==> src/rtl/muldiv_sequencer_pkg.sv <==
// RV32M op encodings (funct3), shared between decode and the multiply/divide sequencer.
package muldiv_sequencer_pkg;

  localparam int MD_XLEN = 32;

  localparam logic [2:0] MD_MUL    = 3'b000;
  localparam logic [2:0] MD_MULH   = 3'b001;
  localparam logic [2:0] MD_MULHSU = 3'b010;
  localparam logic [2:0] MD_MULHU  = 3'b011;
  localparam logic [2:0] MD_DIV    = 3'b100;
  localparam logic [2:0] MD_DIVU   = 3'b101;
  localparam logic [2:0] MD_REM    = 3'b110;
  localparam logic [2:0] MD_REMU   = 3'b111;

endpackage

==> src/rtl/muldiv_sequencer.sv <==
// Multi-cycle RV32M unit: shift-add multiply and restoring divide on one 2*XLEN accumulator,
// with sign fix around an unsigned core and single-cycle handling of the divide corner cases.
module muldiv_sequencer
  import muldiv_sequencer_pkg::*;
#(
  parameter int XLEN = MD_XLEN
) (
  input  logic            clk,
  input  logic            rst,
  input  logic            flush,
  input  logic            start,
  input  logic [2:0]      op,
  input  logic [XLEN-1:0] rs1_value,
  input  logic [XLEN-1:0] rs2_value,
  input  logic [4:0]      in_RegDest,
  output logic            stall_req,
  output logic            done,
  output logic [XLEN-1:0] result,
  output logic [4:0]      out_RegDest
);

  localparam int CW = $clog2(XLEN);
  localparam logic [XLEN-1:0] INT_MIN = {1'b1, {(XLEN-1){1'b0}}};

  typedef enum logic [1:0] {IDLE, RUN, FIN} state_t;

  state_t              state_q, state_d;
  logic [CW-1:0]       cnt_q, cnt_d;
  logic [2*XLEN-1:0]   acc_q, acc_d;
  logic [XLEN-1:0]     b_q, b_d;
  logic [2:0]          op_q, op_d;
  logic                neg_q, neg_d;
  logic [4:0]          rd_q, rd_d;
  logic                done_q, done_d;
  logic [XLEN-1:0]     result_q, result_d;
  logic [4:0]          out_rd_q, out_rd_d;

  logic                signed_a, signed_b, a_neg, b_neg, accept;
  logic [XLEN-1:0]     a_mag, b_mag;
  logic [XLEN:0]       mul_sum, div_trial;
  logic [2*XLEN-1:0]   mul_next, div_next, step, prod;
  logic [XLEN-1:0]     quo, rem, fin_res;

  // Operand magnitudes and sign-fix polarity for the op being presented.
  always_comb begin
    signed_a = (op == MD_MULH) || (op == MD_MULHSU) || (op == MD_DIV) || (op == MD_REM);
    signed_b = (op == MD_MULH) || (op == MD_DIV) || (op == MD_REM);
    a_neg    = signed_a & rs1_value[XLEN-1];
    b_neg    = signed_b & rs2_value[XLEN-1];
    a_mag    = a_neg ? (~rs1_value + 1'b1) : rs1_value;
    b_mag    = b_neg ? (~rs2_value + 1'b1) : rs2_value;
  end

  // One iteration: multiply keeps {hi, multiplier} and shifts right;
  // divide keeps {remainder, dividend} and shifts left, quotient bits fill from the bottom.
  always_comb begin
    mul_sum   = {1'b0, acc_q[2*XLEN-1:XLEN]} + (acc_q[0] ? {1'b0, b_q} : '0);
    mul_next  = {mul_sum, acc_q[XLEN-1:1]};
    div_trial = acc_q[2*XLEN-1:XLEN-1] - {1'b0, b_q};
    div_next  = div_trial[XLEN] ? {acc_q[2*XLEN-2:0], 1'b0}
                                : {div_trial[XLEN-1:0], acc_q[XLEN-2:0], 1'b1};
    step      = op_q[2] ? div_next : mul_next;
    prod      = neg_q ? (~step + 1'b1) : step;
    quo       = neg_q ? (~step[XLEN-1:0] + 1'b1) : step[XLEN-1:0];
    rem       = neg_q ? (~step[2*XLEN-1:XLEN] + 1'b1) : step[2*XLEN-1:XLEN];
    case (op_q)
      MD_MUL:                     fin_res = prod[XLEN-1:0];
      MD_MULH, MD_MULHSU, MD_MULHU: fin_res = prod[2*XLEN-1:XLEN];
      MD_DIV, MD_DIVU:            fin_res = quo;
      default:                    fin_res = rem;
    endcase
  end

  always_comb begin
    state_d  = state_q;
    cnt_d    = cnt_q;
    acc_d    = acc_q;
    b_d      = b_q;
    op_d     = op_q;
    neg_d    = neg_q;
    rd_d     = rd_q;
    done_d   = 1'b0;
    result_d = result_q;
    out_rd_d = out_rd_q;
    accept   = (state_q == IDLE) & start & ~flush;

    case (state_q)
      IDLE: begin
        if (accept) begin
          op_d  = op;
          rd_d  = in_RegDest;
          cnt_d = '0;
          // Remainder follows the dividend; everything else follows the sign product.
          neg_d = (op[2] & op[1]) ? a_neg : (a_neg ^ b_neg);
          acc_d = op[2] ? {{XLEN{1'b0}}, a_mag} : {{XLEN{1'b0}}, b_mag};
          b_d   = op[2] ? b_mag : a_mag;
          if (op[2] && rs2_value == '0) begin
            state_d  = FIN;
            done_d   = 1'b1;
            result_d = op[1] ? rs1_value : '1;
            out_rd_d = in_RegDest;
          end else if (op[2] && !op[0] && rs1_value == INT_MIN && rs2_value == '1) begin
            state_d  = FIN;
            done_d   = 1'b1;
            result_d = op[1] ? '0 : INT_MIN;
            out_rd_d = in_RegDest;
          end else begin
            state_d = RUN;
          end
        end
      end
      RUN: begin
        acc_d = step;
        cnt_d = cnt_q + 1'b1;
        if (cnt_q == CW'(XLEN-1)) begin
          state_d  = FIN;
          done_d   = 1'b1;
          result_d = fin_res;
          out_rd_d = rd_q;
        end
      end
      default: state_d = IDLE;
    endcase

    if (flush) begin
      state_d  = IDLE;
      done_d   = 1'b0;
      result_d = result_q;
      out_rd_d = out_rd_q;
    end
  end

  always_ff @(posedge clk or posedge rst) begin
    if (rst) begin
      state_q  <= IDLE;
      cnt_q    <= '0;
      acc_q    <= '0;
      b_q      <= '0;
      op_q     <= '0;
      neg_q    <= 1'b0;
      rd_q     <= '0;
      done_q   <= 1'b0;
      result_q <= '0;
      out_rd_q <= '0;
    end else begin
      state_q  <= state_d;
      cnt_q    <= cnt_d;
      acc_q    <= acc_d;
      b_q      <= b_d;
      op_q     <= op_d;
      neg_q    <= neg_d;
      rd_q     <= rd_d;
      done_q   <= done_d;
      result_q <= result_d;
      out_rd_q <= out_rd_d;
    end
  end

  assign stall_req   = ~flush & (((state_q == IDLE) & start) | (state_q == RUN));
  assign done        = done_q;
  assign result      = result_q;
  assign out_RegDest = out_rd_q;

endmodule
==> config.mk <==
export PLATFORM = sky130hd
export DESIGN_NAME = muldiv_sequencer
export DESIGN_NICKNAME = d
export VERILOG_FILES = /design/src/rtl/muldiv_sequencer_pkg.sv /design/src/rtl/muldiv_sequencer.sv
export SDC_FILE = /design/constraint.sdc
export NUM_CORES = 1
export LEC_CHECK = 0
export CAP_MARGIN = 0
export CORE_MARGIN = 5
export CORE_UTILIZATION = 50
export CTS_BUF_LIST = sky130_fd_sc_hd__clkbuf_8
export DETAILED_ROUTE_END_ITERATION = 7
export PLACE_DENSITY_LB_ADDON = 0.25
export SLEW_MARGIN = 20
export SYNTH_ARGS = -nofsm -noshare
export SYNTH_HDL_FRONTEND = slang
export SYNTH_SLANG_ARGS = --single-unit
==> constraint.sdc <==
create_clock -name clk -period 8 [get_ports clk]
set_clock_uncertainty 0.2 [all_clocks]
set_input_delay 1.6 -clock clk [delete_from_list [all_inputs] [get_ports clk]]
set_output_delay 1.6 -clock clk [all_outputs]
set_load 0.005 [all_outputs]
==> results summary <==
Setup violations remaining at the end of the flow were counted as 0. The cell count after synthesis came out at 2176. In the post-synthesis netlist, the cell with the most instances is sky130_fd_sc_hd__nand2_1. With fillers left out, the area of the finished cells amounts to between 0.015 and 0.02 mm2. Timing would allow up to ~150 MHz.

The number of buffers between clock root and the deepest sink came out at 2. The maximum number of pins on one net before global-route repair came out at 131. The netlist uses 90 different library cells. The half-perimeter wire length of the detailed placement result came out at about 48000 um. The number of input and output port buffers inserted came out at 114. In this run, synthesis inferred 0 flip-flops with an integrated enable. The total placed instance area is 0.0172 mm2. The wire length of the first global-routing pass is 93800 um. The worst setup path is launched from a register. The count of standard-cell rows came out at 65. The initial antenna violation count is 1. The number of setup buffers added after CTS is 0. The cell type with the highest aggregate area in the netlist is sky130_fd_sc_hd__dfrtp_1. The final cell utilization of the core is 56.0%. Summing all multi-input logic gate instances after layout gives 0.0114 mm2. The number of top-level pins came out at between 100 and 150.

The total routing resource utilization after global routing came out at 33.5%. The number of levels in the clock H-tree came out at 4. The share of cells above drive strength 1 came out at 5.62%. The count of instances resized after the clock tree is built is 0. The fraction of post-synthesis cell area in the top cell type by area is 23.6%. The die is 189 um wide. The worst setup path is captured at a register. The main flop type after synthesis is sky130_fd_sc_hd__dfrtp_1. The cell area after synthesis came out at 0.0159 mm2.

After floorplanning, the core was sized to cover 0.0315 mm2. For this run, the detailed router's first-pass iteration total came to 7. The final worst setup slack came out at 1.37 ns. The max-slew violation count came out at 0.

In the post-synthesis netlist, the biggest area contributors are sky130_fd_sc_hd__dfrtp_1 24%, sky130_fd_sc_hd__nand2_1 7.0%, sky130_fd_sc_hd__o21ai_0 6.8%, sky130_fd_sc_hd__ha_1 5.6%, sky130_fd_sc_hd__xnor2_1 5.4%. The largest voltage drop on the vdd net came out at 180 uV. The share of the Yosys chip area taken by registers is 23.6%. The via density per instance came out at 6.59. The area of all sequential standard cells came out at 0.00376 mm2. The data required time of the worst path is 8.20 ns. Summed over all failing endpoints, the final setup total negative slack is 0 ns. The aggregate global routing overflow came out at 0.

Prior to clock tree synthesis, the placed netlist has a worst setup slack of 1.26 ns. The relative area change from synthesis to final layout is 10.6%. The antenna diode count is 0. The slack of the worst reg-to-reg path is 1.37 ns. The number of CTS-inserted buffers came out at 17. The violation count after the first detailed-route iteration came out at 2038. Total power for the finished layout comes to roughly 6.6 mW. The worst hold endpoint is rd_q[2]$_DFFE_PP0P_. For this run, design rule violations remaining after detail routing come to 0. The transition time at the pin with the least slew margin came out at 1.04 ns. The hold violation total from the final report is 0. By startpoint and endpoint, the worst setup path is classified as register to register. The number of flip-flops and latches in the synthesized netlist is 150.

The run finished with clean final reports. The critical path starts at acc_q[31]$_DFFE_PP0P_. TritonCTS built the clock tree. The reg-to-reg startpoint is acc_q[31]$_DFFE_PP0P_.

The arrival time of data at the critical path endpoint is 6.83 ns. The clock-pin slew on the worst setup and hold paths came out at 0.10 ns. The commonest cells after synthesis are 298 x sky130_fd_sc_hd__nand2_1, 218 x sky130_fd_sc_hd__o21ai_0, 187 x sky130_fd_sc_hd__nor2_1, 163 x sky130_fd_sc_hd__a21oi_1, 150 x sky130_fd_sc_hd__dfrtp_1. The mean post-synth cell area is 7.32 um2.

The endpoint of the most critical register-to-register path is result[26]$_DFFE_PP0P_. The async set or reset register ratio after synthesis is 100%. The die covers ~0.036 mm2. The cell at the root of the clock tree is sky130_fd_sc_hd__clkbuf_8.

The synthesized net count came out at 2325. The start point of the worst min-delay path is rd_q[2]$_DFFE_PP0P_. The depth of the most critical reg-to-reg path came out at 24. The initial core utilization is about half. The via count came out at 17200. The depth of the worst hold-timing path is 2. The largest fanout on the critical path came out at 6. The number of hold-repair buffers added at the cts stage came out at 0. The Yosys step of the flow raised 0 warnings. For this run, the post-layout net count is 2342. Setup repair after global routing left no endpoint under its margin. In this run the tightest slew margin relative to its limit is 30.4%. The number of antenna-violating nets in the routed design came out at 0.

In the final routed layout, each cell accounts on average for 23.5 um. The floorplan die height is 189 um. For this design the ratio of total power to cell area is 376 mW/mm2.

The routed wire length came out at 61200 um. The fill cell instance count of the final layout came out at 3053. The weighted congestion reported at the end of routability-driven placement is 1.01. The tree built by TritonCTS fans out to 150 sinks. The number of global-route vias before repair is roughly 16000.

The tool flagged a number of max-cap violations equal to 0. The part of the cycle the worst path needs is just over 80%. The time the final worst path needs with I/O delays and setup came out at between 6 and 7 ns. The leakage power summed over all cells is 7.23 nW.

At the later pin of the worst-skew pair, clock insertion delay measures 0.51 ns. The path class of the tightest hold or removal check is register to register.
==> critical path, stage by stage (launching register included) <==
cell and delay [ns]:
sky130_fd_sc_hd__dfrtp_1 0.45, sky130_fd_sc_hd__inv_1 0.10, sky130_fd_sc_hd__ha_1 0.16, sky130_fd_sc_hd__inv_1 0.05, sky130_fd_sc_hd__fa_1 0.43, sky130_fd_sc_hd__a211oi_2 0.26, sky130_fd_sc_hd__o211ai_1 0.16, sky130_fd_sc_hd__a21oi_1 0.34
sky130_fd_sc_hd__a31oi_2 0.23, sky130_fd_sc_hd__o211ai_2 0.21, sky130_fd_sc_hd__nor2_1 0.15, sky130_fd_sc_hd__a21oi_1 0.19, sky130_fd_sc_hd__ha_1 0.20, sky130_fd_sc_hd__o21ai_0 0.14, sky130_fd_sc_hd__a2111o_1 0.40, sky130_fd_sc_hd__or3_1 0.42
sky130_fd_sc_hd__or3_1 0.36, sky130_fd_sc_hd__nor3_1 0.38, sky130_fd_sc_hd__and2_1 0.38, sky130_fd_sc_hd__nand3_1 0.14, sky130_fd_sc_hd__or3_1 0.35, sky130_fd_sc_hd__or3_1 0.40, sky130_fd_sc_hd__nor3_1 0.16, sky130_fd_sc_hd__nor4_1 0.07
sky130_fd_sc_hd__a221oi_1 0.20
==> through the flow <==
step / cells / hold slack, ns
after floorplan: 2176 / 0.246
after global placement: 2576 / 0.261
after detailed placement: 2576 / 0.263
after CTS: 2608 / 0.287
after global routing: 2608 / 0.311
final: 2608 / 0.285
==> flip-flops by register name, summed over array words and instances, names as in the netlist <==
name	cells
b_q	32
acc_q	64
neg_q	1
cnt_q	5
result	32
done	1
state_q	2
rd_q	5
op_q	3
out_RegDest	5
==> cells by family after synthesis <==
kind of cell	Yosys count	synth area share [%]
mux	55	3.55
flops	150	23.6
buf+inv	213	5.25
simple gates	795	23.2
fa+ha+maj	73	5.83
xor+xnor	167	9.18
compound gates	723	29.5
==> where the power goes <==
part | internal (mW) | leakage [nW] | switching [mW] | total, mW
logic | 1.71 | 5.12 | 3.04 | 4.75
registers | 0.997 | 1.91 | 0.269 | 1.27
clock network | 0.248 | 0.202 | 0.369 | 0.617
total | 2.95 | 7.23 | 3.68 | 6.63
==> per-layer routing <==
metal	share of wire, %	up-vias	track usage [%]
met1	41	8165	45.0
li1	-	8004	-
met3	9.2	158	7.65
met2	44	862	51.3
met5	0	-	0
met4	5.7	0	16.2
==> worst max path at each step <==
stage,end,cells after the start
finish,result[26]$_DFFE_PP0P_,24
global route,result[26]$_DFFE_PP0P_,24
CTS,result[26]$_DFFE_PP0P_,24
detailed placement,result[18]$_DFFE_PP0P_,17
global placement,result[18]$_DFFE_PP0P_,17
floorplan,acc_q[0]$_DFFE_PP0P_,1
==> cells in the final DEF (no fill, tap or decap), drive strengths merged, types with 14 or more instances in the layout <==
cell / n
nor2b: 15
o21a: 14
clkdlybuf4s50: 113
nand2: 298
or3: 18
mux2i: 43
xor2: 68
o21ai: 239
a21oi: 165
buf: 24
dfrtp: 150
xnor2: 99
clkbuf: 19
o211ai: 23
a21o: 28
inv: 81
and3: 22
a31oi: 33
a211oi: 17
nand3: 72
o22ai: 15
o31ai: 35
ha: 71
nor4: 22
nand2b: 17
nor3: 50
o221ai: 38
and2: 16
nor2: 187
nand4: 30
==> layout make-up <==
type	instances	share of cell area, %
repair buffers	137	7.44
clock inverters	13	0.745
multi-input cells	1813	64.5
flip-flops and latches	150	21.3
clock buffers	19	1.48
well taps	402	2.85
inverters	74	1.60
(Power assumes the default switching activity.)
